==> src/rtl/adr_fetch_pkg.sv <==
// Shared widths, PC stride and fetch-buffer entry type for the instruction-fetch slice.
// Defaults mirror the legacy ADR_ADDRESS_LEN / ADR_INST_LEN width macros.
package adr_fetch_pkg;

    localparam int unsigned ADR_ADDRESS_LEN = 32;
    localparam int unsigned ADR_INST_LEN    = 32;
    localparam int unsigned PC_STEP         = 4;

    typedef struct packed {
        logic [ADR_ADDRESS_LEN-1:0] pc;
        logic [ADR_INST_LEN-1:0]    inst;
    } fetch_entry_t;

endpackage

==> src/rtl/adr_fetch_unit_if.sv <==
// Bundles the icache request/response and decode handshake of the fetch unit.
// master = fetch unit side, slave = icache/decode side.
interface adr_fetch_unit_if #(
    parameter int unsigned ADDRESS_LEN = 32,
    parameter int unsigned INST_LEN    = 32
);

    logic                   icache_req_o;
    logic [ADDRESS_LEN-1:0] icache_addr_o;
    logic [INST_LEN-1:0]    icache_data_i;
    logic                   inst_valid_o;
    logic [INST_LEN-1:0]    inst_o;
    logic [ADDRESS_LEN-1:0] inst_pc_o;
    logic                   inst_ready_i;

    modport master (
        output icache_req_o,
        output icache_addr_o,
        input  icache_data_i,
        output inst_valid_o,
        output inst_o,
        output inst_pc_o,
        input  inst_ready_i
    );

    modport slave (
        input  icache_req_o,
        input  icache_addr_o,
        output icache_data_i,
        input  inst_valid_o,
        input  inst_o,
        input  inst_pc_o,
        output inst_ready_i
    );

endinterface

==> src/rtl/adr_fetch_fifo.sv <==
// Synchronous fetch buffer with flush and occupancy count.
// No bypass: a push into an empty buffer becomes visible on the following cycle.
module adr_fetch_fifo
    import adr_fetch_pkg::*;
#(
    parameter int unsigned WIDTH = ADR_ADDRESS_LEN + ADR_INST_LEN,
    parameter int unsigned DEPTH = 4
) (
    input  logic                   clk,
    input  logic                   reset,
    input  logic                   push_i,
    input  logic [WIDTH-1:0]       push_data_i,
    input  logic                   pop_i,
    input  logic                   flush_i,
    output logic [WIDTH-1:0]       head_o,
    output logic                   empty_o,
    output logic                   full_o,
    output logic [$clog2(DEPTH):0] count_o
);

    localparam int unsigned PTR_W = (DEPTH > 1) ? $clog2(DEPTH) : 1;
    localparam int unsigned CNT_W = $clog2(DEPTH) + 1;

    logic [WIDTH-1:0] mem_q [DEPTH];
    logic [PTR_W-1:0] wr_ptr_q, wr_ptr_d;
    logic [PTR_W-1:0] rd_ptr_q, rd_ptr_d;
    logic [CNT_W-1:0] count_q, count_d;
    logic             do_push;
    logic             do_pop;

    assign do_push = push_i && !flush_i;
    assign do_pop  = pop_i && !flush_i && !empty_o;

    always_comb begin
        wr_ptr_d = wr_ptr_q;
        rd_ptr_d = rd_ptr_q;
        count_d  = count_q;
        if (flush_i) begin
            wr_ptr_d = '0;
            rd_ptr_d = '0;
            count_d  = '0;
        end else begin
            if (do_push) begin
                wr_ptr_d = wr_ptr_q + PTR_W'(1);
            end
            if (do_pop) begin
                rd_ptr_d = rd_ptr_q + PTR_W'(1);
            end
            count_d = count_q + CNT_W'(do_push) - CNT_W'(do_pop);
        end
    end

    always_ff @(posedge clk or posedge reset) begin
        if (reset) begin
            wr_ptr_q <= '0;
            rd_ptr_q <= '0;
            count_q  <= '0;
        end else begin
            wr_ptr_q <= wr_ptr_d;
            rd_ptr_q <= rd_ptr_d;
            count_q  <= count_d;
        end
    end

    // Storage needs no reset: the head is only observed through the count.
    always_ff @(posedge clk) begin
        if (do_push) begin
            mem_q[wr_ptr_q] <= push_data_i;
        end
    end

    assign head_o  = mem_q[rd_ptr_q];
    assign empty_o = (count_q == '0);
    assign full_o  = (count_q == CNT_W'(DEPTH));
    assign count_o = count_q;

endmodule

==> src/rtl/adr_fetch_unit.sv <==
// Instruction-fetch initiator: PC register, one-deep in-flight stage for the
// single-cycle icache, credit-gated issue and a fetch buffer toward decode.
module adr_fetch_unit
    import adr_fetch_pkg::*;
#(
    parameter int unsigned             ADDRESS_LEN = ADR_ADDRESS_LEN,
    parameter int unsigned             INST_LEN    = ADR_INST_LEN,
    parameter logic [ADDRESS_LEN-1:0]  RESET_PC    = '0,
    parameter int unsigned             FIFO_DEPTH  = 4
) (
    input  logic                   clk,
    input  logic                   reset,
    adr_fetch_unit_if.master       bus,
    input  logic                   redirect_i,
    input  logic [ADDRESS_LEN-1:0] redirect_pc_i
);

    localparam int unsigned CNT_W   = $clog2(FIFO_DEPTH) + 1;
    localparam int unsigned ENTRY_W = ADDRESS_LEN + INST_LEN;

    typedef struct packed {
        logic [ADDRESS_LEN-1:0] pc;
        logic [INST_LEN-1:0]    inst;
    } entry_t;

    logic [ADDRESS_LEN-1:0] pc_q, pc_d;
    logic [ADDRESS_LEN-1:0] inflight_pc_q, inflight_pc_d;
    logic                   inflight_q, inflight_d;

    logic                   issue;
    logic                   push;
    logic                   pop;
    logic                   fifo_empty;
    logic                   fifo_full;
    logic [CNT_W-1:0]       fifo_count;
    logic [CNT_W:0]         credit_used;
    entry_t                 push_entry;
    entry_t                 head_entry;
    logic                   unused_pc_bits;

    assign unused_pc_bits = ^redirect_pc_i[1:0];

    // Buffered entries plus the outstanding fetch must never exceed the buffer.
    assign credit_used = {1'b0, fifo_count} + (CNT_W+1)'(inflight_q);
    assign issue       = !reset && !redirect_i && (credit_used < (CNT_W+1)'(FIFO_DEPTH));
    assign push        = inflight_q && !redirect_i;
    assign pop         = !fifo_empty && bus.inst_ready_i && !redirect_i;

    assign push_entry.pc   = inflight_pc_q;
    assign push_entry.inst = bus.icache_data_i;

    always_comb begin
        pc_d          = pc_q;
        inflight_d    = 1'b0;
        inflight_pc_d = inflight_pc_q;
        if (redirect_i) begin
            pc_d = {redirect_pc_i[ADDRESS_LEN-1:2], 2'b00};
        end else if (issue) begin
            pc_d          = pc_q + ADDRESS_LEN'(PC_STEP);
            inflight_d    = 1'b1;
            inflight_pc_d = pc_q;
        end
    end

    always_ff @(posedge clk or posedge reset) begin
        if (reset) begin
            pc_q          <= RESET_PC;
            inflight_q    <= 1'b0;
            inflight_pc_q <= '0;
        end else begin
            pc_q          <= pc_d;
            inflight_q    <= inflight_d;
            inflight_pc_q <= inflight_pc_d;
        end
    end

    adr_fetch_fifo #(
        .WIDTH (ENTRY_W),
        .DEPTH (FIFO_DEPTH)
    ) u_fifo (
        .clk         (clk),
        .reset       (reset),
        .push_i      (push),
        .push_data_i (push_entry),
        .pop_i       (pop),
        .flush_i     (redirect_i),
        .head_o      (head_entry),
        .empty_o     (fifo_empty),
        .full_o      (fifo_full),
        .count_o     (fifo_count)
    );

    assign bus.icache_req_o  = issue;
    assign bus.icache_addr_o = pc_q;
    assign bus.inst_valid_o  = !fifo_empty;
    assign bus.inst_o        = fifo_empty ? '0 : head_entry.inst;
    assign bus.inst_pc_o     = fifo_empty ? '0 : head_entry.pc;

`ifndef SYNTHESIS
    a_no_overflow: assert property (@(posedge clk) disable iff (reset) !(push && fifo_full))
        else $error("fetch buffer push while full");
`endif

endmodule

==> src/flat_wrapper.sv <==
// flat-port wrapper written by rule: the top's interface ports become plain ports
module adr_fetch_unit_flat import adr_fetch_pkg::*;
#(
    parameter int unsigned             ADDRESS_LEN = ADR_ADDRESS_LEN,
    parameter int unsigned             INST_LEN    = ADR_INST_LEN,
    parameter logic [ADDRESS_LEN-1:0]  RESET_PC    = '0,
    parameter int unsigned             FIFO_DEPTH  = 4
)
  (clk, reset, redirect_i, redirect_pc_i, bus_icache_req_o, bus_icache_addr_o, bus_icache_data_i, bus_inst_valid_o, bus_inst_o, bus_inst_pc_o, bus_inst_ready_i);
  adr_fetch_unit_if #(.ADDRESS_LEN(ADDRESS_LEN), .INST_LEN(INST_LEN)) bus_i ();
  input  logic clk;
  input  logic reset;
  input  logic redirect_i;
  input  logic [ADDRESS_LEN-1:0] redirect_pc_i;
  output wire logic [$bits(bus_i.icache_req_o)-1:0] bus_icache_req_o;
  output wire logic [$bits(bus_i.icache_addr_o)-1:0] bus_icache_addr_o;
  input wire logic [$bits(bus_i.icache_data_i)-1:0] bus_icache_data_i;
  output wire logic [$bits(bus_i.inst_valid_o)-1:0] bus_inst_valid_o;
  output wire logic [$bits(bus_i.inst_o)-1:0] bus_inst_o;
  output wire logic [$bits(bus_i.inst_pc_o)-1:0] bus_inst_pc_o;
  input wire logic [$bits(bus_i.inst_ready_i)-1:0] bus_inst_ready_i;
  assign bus_icache_req_o = bus_i.icache_req_o;
  assign bus_icache_addr_o = bus_i.icache_addr_o;
  assign bus_i.icache_data_i = bus_icache_data_i;
  assign bus_inst_valid_o = bus_i.inst_valid_o;
  assign bus_inst_o = bus_i.inst_o;
  assign bus_inst_pc_o = bus_i.inst_pc_o;
  assign bus_i.inst_ready_i = bus_inst_ready_i;
  adr_fetch_unit #(.ADDRESS_LEN(ADDRESS_LEN), .INST_LEN(INST_LEN), .RESET_PC(RESET_PC), .FIFO_DEPTH(FIFO_DEPTH)) u_core (.clk(clk), .reset(reset), .bus(bus_i), .redirect_i(redirect_i), .redirect_pc_i(redirect_pc_i));
endmodule
==> config.mk <==
export PLATFORM = sky130hd
export DESIGN_NAME = adr_fetch_unit_flat
export DESIGN_NICKNAME = d
export VERILOG_FILES = /design/src/rtl/adr_fetch_pkg.sv /design/src/rtl/adr_fetch_unit_if.sv /design/src/rtl/adr_fetch_fifo.sv /design/src/rtl/adr_fetch_unit.sv /design/src/flat_wrapper.sv
export SDC_FILE = /design/constraint.sdc
export NUM_CORES = 1
export LEC_CHECK = 0
export ABC_AREA = 1
export CAP_MARGIN = 20
export CORE_AREA = 4 4 283 146
export CTS_BUF_LIST = sky130_fd_sc_hd__clkbuf_4
export CTS_CLUSTER_DIAMETER = 60
export DETAILED_ROUTE_END_ITERATION = 8
export DIE_AREA = 0 0 287 150
export RECOVER_POWER = 50
export SYNTH_ARGS = -nofsm -noshare
export SYNTH_HDL_FRONTEND = slang
export SYNTH_SLANG_ARGS = --single-unit
==> constraint.sdc <==
create_clock -name clk -period 6.35 [get_ports clk]
set_clock_uncertainty 0.05 [all_clocks]
set_input_delay 1.27 -clock clk [delete_from_list [all_inputs] [get_ports clk]]
set_output_delay 1.27 -clock clk [all_outputs]
set_load 0.05 [all_outputs]
# After elaboration in Yosys (flattened, before gate mapping)
# Memory sizes are Yosys's and may differ from the RTL's.
# Index checks and enable logic that the tools add are counted.
[totals]
regBits = 72
latchBits = 0
ram_bits = 256
romBits = 0
inputBits = 68
output_inout_bits = 98
elab_cells = 44
memories = 1
[op_classes]
addsub = 6
multipliers = 0
div_mod_pow = 0
magnitude_cmp = 1
n_eq_ne = 0
shift = 0
mux = 13
n_bitwise = 1
n_reduce_logical = 16
[memory_table]
columns = ["memory", "words", "word_bits", "rd", "rd_ports_with_merged_regs", "write_ports", "line", "rtl"]
rows = [
  ["u_core.u_fifo.mem_q", 4, 64, 1, 0, 1, "adr_fetch_fifo.sv:24", "logic [WIDTH-1:0] mem_q [DEPTH];"],
]
[op_table]
columns = ["op", "n"]
rows = [
  ["$mux 32", 4],
  ["$add 32x3->32 const B", 1],
  ["$logic_and 1x1->1", 8],
  ["$mux 2", 4],
  ["$reduce_bool 2->1", 3],
  ["$add 2x1->2 const B", 2],
  ["$add 3x1->4", 1],
  ["$lt 4x3->1 const B", 1],
  ["$mux 1", 4],
  ["$add 3x1->3", 1],
  ["$logic_not 1->1", 3],
  ["$logic_not 3->1", 1],
  ["$mux 3", 1],
  ["$sub 3x1->3", 1],
  ["$reduce_and 2->1", 1],
  ["$not 1->1", 1],
]

# Logic depth before layout (Yosys ltp)
# Gate-level depths: netlist of the first run.
[depth]
ltp_word = 8
mapped_depth = 11
depth_no_buf = 11

# Modules after synthesis
# Synthesis of the first run repeated with hierarchy kept, for this count alone.
[unflattened]
hier_cells = 1391
hier_area_um2 = 14445.1
[modules_own_cells]
columns = ["mod", "n_inst", "cells_each", "area_each_um2", "seq_area_each_um2"]
rows = [
  ["adr_fetch_fifo", 1, 812, 10586.4, 7862.5],
  ["adr_fetch_unit", 1, 579, 3858.7, 1526.5],
]

# Worst setup path after synthesis of the first run
# Ideal clock, no wire load.
[synth_timing]
kind = "input to output"
from = "in reset"
to = "out bus_icache_req_o"
arrival_time_ns = 3.698
required_time_ns = 5.030
slack_ns = 1.332
path_stages = 3
n_path_buf = 0
path_cell_list = "inv_1 -> nand3_4 -> nor2_1"
[synth_via]
elab_chain_cells = 3
[synth_rtl]
columns = ["item", "line", "rtl"]
rows = [
  ["start, declared", "flat_wrapper.sv:12", "input logic reset;"],
  ["$logic_not 1->1", "adr_fetch_unit.sv:45", "assign issue = !reset && !redirect_i && (credit_used < (CNT_W+1)'(FIFO_DEPTH));"],
  ["$logic_and 1x1->1 (2 in series)", "adr_fetch_unit.sv:45", ""],
  ["end, declared", "flat_wrapper.sv:15", "output wire logic [$bits(bus_i.icache_req_o)-1:0] bus_icache_req_o;"],
]
# No other way between the ends.

# Worst setup path in the final report of the first run
[layout_timing]
from = "reg u_core.u_fifo.rd_ptr_q[0]"
to = "out bus_inst_pc_o[13]"
[layout_via]
elab_chain_cells = 2
[layout_rtl]
columns = ["item", "line", "rtl"]
rows = [
  ["start, declared", "adr_fetch_fifo.sv:26", "logic [PTR_W-1:0] rd_ptr_q, rd_ptr_d;"],
  ["start signal, assigned", "adr_fetch_fifo.sv:60", "rd_ptr_q <= rd_ptr_d;"],
  ["$mem_v2 4x64", "-", ""],
  ["$mux 32", "adr_fetch_unit.sv:97", "assign bus.inst_pc_o = fifo_empty ? '0 : head_entry.pc;"],
  ["end, declared", "flat_wrapper.sv:20", "output wire logic [$bits(bus_i.inst_pc_o)-1:0] bus_inst_pc_o;"],
]
# No other way between the ends.

==> results.md, run 1 <==
- Slew @ Worst Pin: about 3700 ps
- Nets: 1548
- Failing checks: max-capacitance violations, max-slew violations
- Hpwl dp: ~20 mm
- Worst-Skew Late Latency: 680 ps
- Post-CTS Setup Inserts: 0
- Number of global-route vias before repair: between 9000 and 10000
- Max Cap Violations: 4
- Synth Cell Area: 13400 µm²
- Crit start category: flip-flop
- First-pass GRT wire length: 51.4 mm
- Initial core utilization: about a third
- CTS H-tree depth: 3
- Fmax: between 0.15 and 0.2 GHz
- Clk buf depth: 3
- Setup violations, final: 0
- Hold path depth: 0
- TritonRoute pass-1 iters: 5
- Commonest non-fill, non-tap cell in the layout: nor2_1
- CTS tree: done
- Final cell count without fillers: 2055
- Port Buffers: 159
- Hold_sp: u_core.inflight_pc_q[20]$_DFFE_PP0P_
- Initial antenna violation count: 4
- Crit end category: output port
- Crit Path Class: flip-flop to output port
- Reg clk slew, reported paths: 70 ps
- P_leak: just over 0.006 µW
- Syn_area_per_cell: approximately 10 µm²
- Fin. Hold Viols: 0
- WL final: 33.2 mm
- Post-Syn Instances: approximately 1300
- Final period util: between 80% and 90%
- Yosys reg bits: ~320
- Crit-path max FO: 59
- Drt wl/cell: between 15 and 20 µm
- Largest net degree at the start of global routing: 88
- Critical Path AT: 3840 ps
- Inst Count DP: 1921
- Clock Sinks: ~320
- YS warnings: 0
- Total die area: about 43000 µm²
- Core Box Area: just under 40000 µm²
- Setup TNS: 0 ps
- Slew Viols, Final: ~210
- Cts repair resizes: 0
- Residual DRC: 0
- Yosys cell types: 27
- Reg-to-reg slack, setup: 2220 ps
- Status: finished with violations
- Sequential area share after synthesis: 68.1%
- Ratio of cells with drive above 1 in the final layout: around 9.9%
- Area Overhead vs Synth: 22.3%
- Grt total ovfl: 0
- FF-to-FF Start: u_core.u_fifo.count_o[1]$_DFF_PP0_
- First DRT Iteration DRCs: between 500 and 600
- Avg Vias per Cell: 4.67
- Critical path required time: around 5000 ps
- Root Driver: clkbuf_4
- CTS buffer count: 78
- Slew Limit Headroom: -145%
- Gr usage total: 15.4%
- Antenna Nets Post-Route: 0
- Crit path time final: about 5200 ps
- Worst R2R Path Depth: 7
- Hold Path End: u_core.u_fifo.mem_q[0][52]$_DFFE_PP_
- Reg-to-Reg End: u_core.bus.icache_addr_o[12]$_DFFE_PP0N_
- Worst Hold Class: flip-flop to flip-flop
- Commonest cells after routing, fill and taps aside: nor2_1 (290), edfxtp_1 (248), nand2_1 (208), o21ai_0 (162), clkdlybuf4s50_1 (126)
- RSZ-0062 raised after global routing: no
- Via count: 9591
- Die height: 150 µm
- Row cnt: 51
- GPL Wtd Cong: 0.814
- IO Pins: 166
- Power per Cell Area: 405 nW/µm²
- Worst vdd ir: 0.160 mV
- Chip Width: 287 µm
- Cts hold-fix bufs: 0
[worst max path at each step]
| stage | startpoint | end | cells past startpoint |
|---|---|---|---|
| finish | u_core.u_fifo.rd_ptr_q[0]$_DFFE_PP0P_ | bus_inst_pc_o[13] | 5 |
| global route | reset | u_core.u_fifo.rd_ptr_q[0]$_DFFE_PP0P_ | 3 |
| CTS | u_core.u_fifo.rd_ptr_q[0]$_DFFE_PP0P_ | bus_inst_pc_o[13] | 5 |
| detailed placement | redirect_i | bus_icache_req_o | 5 |
| global placement | redirect_i | bus_icache_req_o | 5 |
| floorplan | reset | bus_icache_req_o | 3 |
[layout make-up]
type,count,area (µm²)
antenna,3,7.51
clock buffer,117,878
clock inverter,14,105
fill,3764,22200
inverter,69,260
multi-input combinational,834,3690
sequential,316,9150
tap,530,663
timing repair buffer,172,1680
[synthesized netlist by cell type (all sizes together)]
cell type	count	area [µm²]
nor2	300	1180
edfxtp	248	7450
nand2	211	807
o21ai	162	811
nand3	80	423
inv	69	259
dfrtp	68	1700
a21oi	65	325
clkbuf	34	130
buf	33	209
ha	8	100
nand4	2	12.5
conb	1	3.75
fa	1	20.0
or2	1	6.26
[through the flow]
step,utilization [%],hold slack [ps],cell area (µm²),setup slack [ps],power (µW)
after floorplan,-,426,13400,1330,4220
after global placement,40.1,447,15500,1860,5050
after detailed placement,40.1,456,15500,1830,5070
after CTS,42.6,460,16500,1130,6770
after global routing,42.5,497,16400,517,7040
final,42.5,466,16400,1190,6660
[worst max-delay path: stages, from the launching register on]
cell and delay, ps:
dfrtp_4 670, inv_2 440, buf_4 570, o21ai_0 200, a21oi_1 320, clkdlybuf4s50_1 880
[logic make-up (layout without fill, tap and decap cells)]
kind of cell	after synthesis	count (layout)	share of synthesized area, %
and+or+nand+nor	594	594	18.1
DFF	316	316	68.1
other	1	7	0.0279
AOI/OAI and AO/OA	227	227	8.46
buffers and inverters	136	372	4.45
adders and majority gates	9	9	0.894
[report_power, final]
part           switching, µW  leakage [µW]  internal, µW
clock                    759      0.000585           914
combinational           1600       0.00249           654
sequential               245       0.00309          2490
total                   2600       0.00617          4060
[layer usage]
| layer | GRT usage [%] | vias up | wire length (µm) |
|---|---|---|---|
| li1 | - | 4769 | - |
| met1 | 19.4 | 4552 | 14500 |
| met2 | 26.0 | 214 | 16300 |
| met3 | 3.59 | 56 | 1690 |
| met4 | 5.63 | 0 | 733 |
| met5 | 0 | - | 0 |
[sequential cells by signal, summed over array words and instances (netlist names)]
register	flops
u_core.u_fifo.mem_q	248
u_core.bus.icache_addr_o	30
u_core.inflight_pc_q	30
u_core.u_fifo.count_o	3
u_core.u_fifo.rd_ptr_q	2
u_core.u_fifo.wr_ptr_q	2
u_core.inflight_q	1
Power figures use the tool's default switching activity.
==> run 2: changes to the inputs <==
==> constraint.sdc (replaced) <==
create_clock -name clk -period 4.93 [get_ports clk]
set_clock_uncertainty 0.05 [all_clocks]
set_input_delay 0.986 -clock clk [delete_from_list [all_inputs] [get_ports clk]]
set_output_delay 0.986 -clock clk [all_outputs]
set_load 0.05 [all_outputs]
==> run 2 against run 1 <==
  * Flip-flop and latch count is the same
  * Non-clock buffer count up 2
  * Count of clock-buffer cells in the layout decreased by 6
  * The run still ends with max-capacitance violations, max-slew violations left
  * Critical endpoint is now bus_inst_o[24]
  * Sequential share of layout area shrank 0.068 points
  * Highest routed layer unchanged
  * Largest cell class unchanged
==> results.md, run 2 (same netlist as run 1, synthesis figures left out) <==
- Commonest cells after routing, fill and taps aside: nor2_1 (290), edfxtp_1 (248), nand2_1 (208), o21ai_0 (162), clkdlybuf4s50_1 (123)
- CTS H-tree depth: 3 (unchanged)
- Top delay family on crit path: buffers and inverters
- Commonest non-fill, non-tap cell in the layout: nor2_1
- WL final: 33.3 mm (+0.40%)
- Clk buf depth: 3 (unchanged)
- Cts repair resizes: 0 (unchanged)
- Crit path time final: 4610 ps
- Total die area: 43100 µm² (unchanged)
- First DRT Iteration DRCs: 652 (+17%)
- Crit-path max FO: 36 (-39%)
- Initial antenna violation count: 3 (-1)
- Worst stage delay on the critical path: 860 ps (-20 ps)
- Clock Sinks: 316 (unchanged)
- Ratio of cells with drive above 1 in the final layout: 9.93% (+0.013 points)
- Fillers: 3684 (-2.1%)
- Worst R2R Path Depth: 7 (unchanged)
- Buf+Inv Stages, Crit Path: 3 (unchanged)
- Largest net degree at the start of global routing: 76 (-14%)
- Hpwl dp: 20.0 mm (+1.7%)
- Gr usage total: 15.3% (-0.053 points)
- Reg with most FFs: u_core.u_fifo.mem_q
- Area Overhead vs Synth: 22.5%
- Setup TNS: 0 ps (unchanged)
- Slew Limit Headroom: -71.0% (+74 points)
- Power per Cell Area: 519 nW/µm² (+28%)
- Final period util: 93.6%
- Hold path depth: 0 (unchanged)
- P_leak: 0.00618 µW (+0.13%)
- Reg-to-reg slack, setup: 1340 ps (-880 ps)
- Avg Vias per Cell: 4.66 (-0.24%)
- Critical Path AT: 3580 ps (-260 ps)
- TritonRoute pass-1 iters: 7 (+2)
- Failing checks: max-capacitance violations, max-slew violations
- Placement Setup Slack: 898 ps (-937 ps)
- Slowest cell on crit path: clkdlybuf4s50_1
- Initial core utilization: 34.7% (unchanged)
- Setup violations, final: 0 (unchanged)
- Fmax: roughly 0.22 GHz
- Crit start category: flip-flop
- Residual DRC: 0 (unchanged)
- CTS tree: done
- Fin. Hold Viols: 0 (unchanged)
- Critical path required time: 3890 ps (-1140 ps)
- Hold Path End: u_core.u_fifo.mem_q[1][56]$_DFFE_PP_
- Worst vdd ir: 0.231 mV (+44%)
- First-pass GRT wire length: 51.2 mm (-0.39%)
- Chip Width: 287 µm (unchanged)
- Worst Hold Class: flip-flop to flip-flop
- Grt total ovfl: 0 (unchanged)
- Cts hold-fix bufs: 0 (unchanged)
- Drt wl/cell: 16.2 µm (+0.54%)
- Slew Viols, Final: 212 (unchanged)
- GPL Wtd Cong: 0.830 (+2.0%)
- Status: finished with violations
- Nets: 1550 (+0.13%)
- Hold_sp: u_core.inflight_pc_q[24]$_DFFE_PP0P_
- Post-route setup slack: 318 ps (-872 ps)
- Antenna Nets Post-Route: 0 (unchanged)
- IO Pins: 166 (unchanged)
- Number of global-route vias before repair: 9168 (-1.4%)
- Crit-path cells: inv_2 > buf_4 > nor2_1 > o21ai_0 > a21oi_1 > clkdlybuf4s50_1
- Max Cap Violations: 4 (unchanged)
- Crit end category: output port
- Crit Path Class: flip-flop to output port
- Slew @ Worst Pin: 2560 ps (-1130 ps)
- Post-CTS Setup Inserts: 0 (unchanged)
- RSZ-0062 raised after global routing: no
- Die height: 150 µm (unchanged)
- Reg-to-Reg End: u_core.bus.icache_addr_o[5]$_DFFE_PP0N_
- Core Box Area: 38700 µm² (unchanged)
- Max reg flops: 248 (unchanged)
- Row cnt: 51 (unchanged)
- Worst-Skew Late Latency: 670 ps (about the same)
- Via count: 9554 (-0.39%)
- Reg clk slew, reported paths: 70 ps (about the same)
- FF-to-FF Start: u_core.u_fifo.count_o[1]$_DFF_PP0_
- Port Buffers: 159 (unchanged)
- CTS buffer count: 78 (unchanged)
- Root Driver: clkbuf_4
-- run 2: report_power, final --
group | switching (µW) | internal (µW)
Combinational | 2060 | 859
Sequential | 322 | 3210
Clock | 973 | 1130
Total | 3350 | 5190
-- run 2: through the flow --
step / std cells / total power (µW) / cell area (µm²) / hold WS [ps] / util, %
2_1_floorplan: 1286 / 5430 / 13400 / 426 / -
3_3_place_gp: 1923 / 6530 / 15600 / 447 / 40.2
3_5_place_dp: 1923 / 6550 / 15600 / 449 / 40.2
4_1_cts: 2050 / 8680 / 16500 / 459 / 42.7
5_1_grt: 2052 / 9030 / 16500 / 474 / 42.6
6_report: 2052 / 8550 / 16500 / 455 / 42.6
-- run 2: worst reg2reg max path: cells and delay by family (launching register included) --
kind,cells,cell delay (ps)
adders and majority gates,1,250
DFF,1,460
and+or+nand+nor,6,2700
-- run 2: worst max path at each step --
stage	startpoint	end	slack, ps	cells past startpoint
global route	u_core.u_fifo.rd_ptr_q[1]$_DFFE_PP0P_	bus_inst_o[8]	30	6
detailed placement	u_core.u_fifo.rd_ptr_q[1]$_DFFE_PP0P_	bus_inst_o[8]	900	6
global placement	u_core.u_fifo.rd_ptr_q[1]$_DFFE_PP0P_	bus_inst_o[8]	910	6
floorplan	redirect_i	u_core.u_fifo.mem_q[0][0]$_DFFE_PP_	250	5
CTS	u_core.u_fifo.rd_ptr_q[1]$_DFFE_PP0P_	bus_inst_o[8]	150	6
finish	u_core.u_fifo.rd_ptr_q[1]$_DFFE_PP0P_	bus_inst_o[24]	320	6
-- run 2: metal layers --
layer,wire (µm),part of all wire [%],global-route usage (%)
met1,14600,44,19.2
met2,16500,49,26.6
met3,1550,4.6,3.38
met4,702,2.1,4.93
met5,0,0,0
-- run 2: layout make-up --
class / count / area (µm²) / area share [%]
antenna: 2 / 5.00 / 0.0304
clock buffer: 111 / 833 / 5.06
clock inverter: 16 / 113 / 0.684
inverter: 69 / 259 / 1.57
multi-input combinational: 834 / 3690 / 22.4
sequential: 316 / 9150 / 55.6
tap: 530 / 663 / 4.03
timing repair buffer: 174 / 1740 / 10.6
==> run 3: changes to the inputs <==
--- a/config.mk
+++ b/config.mk
@@ -7,11 +7,11 @@
 export LEC_CHECK = 0
 export ABC_AREA = 1
 export CAP_MARGIN = 20
-export CORE_AREA = 4 4 283 146
+export CORE_AREA = 4 4 305 157
 export CTS_BUF_LIST = sky130_fd_sc_hd__clkbuf_4
 export CTS_CLUSTER_DIAMETER = 60
 export DETAILED_ROUTE_END_ITERATION = 8
-export DIE_AREA = 0 0 287 150
+export DIE_AREA = 0 0 309 161
 export RECOVER_POWER = 50
 export SYNTH_ARGS = -nofsm -noshare
 export SYNTH_HDL_FRONTEND = slang
==> run 3 against run 2 <==
  * The flow still finishes with violations (max-capacitance violations, max-slew violations)
  * First-iteration DRC count fell by 13%
  * Flip-flop and latch count did not move
  * Die area rose by 16%
  * Critical path depth did not move
  * Sequential power fell by 1%
  * Non-clock buffer count rose by 2
  * Combinational power rose by 3%
  * Worst hold slack got worse by 2.9 ps
  * Highest routed layer unchanged
==> results.md, run 3 (same netlist as run 1, synthesis figures left out) <==
- Status: finished with violations
- Failing checks: max-capacitance violations, max-slew violations
- Final period util: 88.6% (-4.9 points)
- First DRT Iteration DRCs: 565 (-13%)
- Initial antenna violation count: 1 (-2)
- First-pass GRT wire length: 51.9 mm (+1.4%)
- Setup violations, final: 0 (unchanged)
- Drt wl/cell: 15.8 µm (-2.6%)
- Port Buffers: 159 (unchanged)
- Global route hottest layer: met2
- Met1 GRT Util: 15.8% (-3.4 points)
- Max Cap Violations: 4 (unchanged)
- Critical path required time: 3890 ps (about the same)
- Setup TNS: 0 ps (unchanged)
- Crit-path cells: clkinv_2 > buf_4 > nor2_1 > o21ai_0 > a21oi_1 > clkdlybuf4s50_1
- Crit start category: flip-flop
- Worst-Skew Late Latency: 660 ps (about the same)
- Cts repair resizes: 0 (unchanged)
- CTS H-tree depth: 3 (unchanged)
- Reg-to-reg slack, setup: 1370 ps (+30 ps)
- Core Box Area: 45000 µm² (+16%)
- Critical Path AT: 3330 ps (-250 ps)
- Worst Hold Class: flip-flop to flip-flop
- Post-CTS Setup Inserts: 0 (unchanged)
- GPL Wtd Cong: 0.836 (+0.81%)
- Crit Path Class: flip-flop to output port
- Hpwl dp: 20.4 mm (+1.9%)
- Hold Path End: u_core.u_fifo.mem_q[0][45]$_DFFE_PP_
- Crit path time final: 4370 ps (-242 ps)
- Clock Sinks: 316 (unchanged)
- Fmax: 0.229 GHz (+5.5%)
- Clk buf depth: 3 (unchanged)
- Cts hold-fix bufs: 0 (unchanged)
- Root Driver: clkbuf_4
- P_leak: 0.00623 µW (+0.84%)
- Worst vdd ir: 0.419 mV (+81%)
- Chip Width: 309 µm (+7.7%)
- Buf+Inv Stages, Crit Path: 3 (unchanged)
- RSZ-0062 raised after global routing: no
- Reg clk slew, reported paths: 70 ps (about the same)
- M3 GR Usage: 2.65% (-0.73 points)
- Residual DRC: 0 (unchanged)
- Grt total ovfl: 0 (unchanged)
- Top delay family on crit path: buffers and inverters
- Power per Cell Area: 518 nW/µm² (-0.24%)
- Largest net degree at the start of global routing: 126 (+66%)
- Final cell count without fillers: 2128 (+3.7%)
- Hold path depth: 0 (unchanged)
- Slew @ Worst Pin: 2530 ps (-27.0 ps)
- Total die area: 49700 µm² (+16%)
- Antenna Nets Post-Route: 0 (unchanged)
- Final Core Density: 37.0% (-5.6 points)
- Worst R2R Path Depth: 7 (unchanged)
- CTS buffer count: 79 (+1.3%)
- Max reg flops: 248 (unchanged)
- Crit-path max FO: 52 (+44%)
- Row cnt: 55 (+7.8%)
- Commonest non-fill, non-tap cell in the layout: nor2_1
- CTS tree: done
- Slew Viols, Final: 212 (unchanged)
- Ratio of cells with drive above 1 in the final layout: 10.7% (+0.79 points)
- Crit end category: output port
- Slew Limit Headroom: -69.2% (+1.8 points)
- Via count: 9574 (+0.21%)
- Hold_sp: u_core.inflight_pc_q[13]$_DFFE_PP0P_
- Reg with most FFs: u_core.u_fifo.mem_q
- Area Overhead vs Synth: 23.8%
- TritonRoute pass-1 iters: 5 (-2)
- Gr usage total: 13.3% (-2.0 points)
- Die height: 161 µm (+7.3%)
- Commonest cells after routing, fill and taps aside: nor2_1 (289), edfxtp_1 (248), nand2_1 (208), o21ai_0 (162), clkdlybuf4s50_1 (124)
- Initial core utilization: 29.9% (-4.9 points)
- Number of global-route vias before repair: 9284 (+1.3%)
- Inst Count DP: 1993 (+3.6%)
- WL final: 33.6 mm (+1.0%)
- Avg Vias per Cell: 4.50 (-3.4%)
- Slowest cell on crit path: clkdlybuf4s50_1
- Worst stage delay on the critical path: 850 ps (about the same)
- IO Pins: 166 (unchanged)
- Nets: 1553 (+0.19%)
- FF-to-FF Start: u_core.u_fifo.count_o[1]$_DFF_PP0_
- Met2 usage: 24.3% (-2.3 points)
- Hold_ws: 452 ps (-2.90 ps)
- Fin. Hold Viols: 0 (unchanged)
- Reg-to-Reg End: u_core.bus.icache_addr_o[6]$_DFFE_PP0N_
[run 3: routing by layer]
layer	routed length (µm)	vias up	share of wire [%]
met3	1110	48	3.3
met4	606	0	1.8
met1	14100	4593	42
met2	17800	155	53
li1	-	4778	-
met5	0	-	0
[run 3: power breakdown]
part | total [µW] | internal (µW) | switching [µW]
Sequential | 3480 | 3210 | 269
Combinational | 2990 | 873 | 2120
Clock | 2150 | 1160 | 986
Total | 8620 | 5240 | 3370
[run 3: how the worst max path moves through the flow]
stage	start	end	slack (ps)	cells after the start
finish	u_core.u_fifo.rd_ptr_q[1]$_DFFE_PP0P_	bus_inst_o[8]	560	6
global route	redirect_i	u_core.bus.icache_addr_o[10]$_DFFE_PP0N_	290	7
CTS	u_core.u_fifo.rd_ptr_q[1]$_DFFE_PP0P_	bus_inst_o[2]	400	6
detailed placement	u_core.u_fifo.rd_ptr_q[1]$_DFFE_PP0P_	bus_inst_o[2]	1170	6
global placement	u_core.u_fifo.rd_ptr_q[1]$_DFFE_PP0P_	bus_inst_o[2]	1200	6
floorplan	redirect_i	u_core.u_fifo.mem_q[0][0]$_DFFE_PP_	250	5
[run 3: per-stage QoR]
stage | cell area, µm² | power, µW | setup slack, ps
2_1_floorplan | 13400 | 5430 | 253
3_3_place_gp | 15700 | 6550 | 1200
3_5_place_dp | 15700 | 6570 | 1170
4_1_cts | 16700 | 8740 | 404
5_1_grt | 16600 | 9100 | 294
6_report | 16600 | 8620 | 560
[run 3: cell type report]
type / instances / area, µm²
inverters: 69 / 260
well taps: 598 / 748
multi-input cells: 834 / 3690
flip-flops and latches: 316 / 9150
clock buffers: 121 / 908
diodes: 1 / 2.50
repair buffers: 176 / 1790
clock inverters: 13 / 80.1
fillers: 4462 / 28400
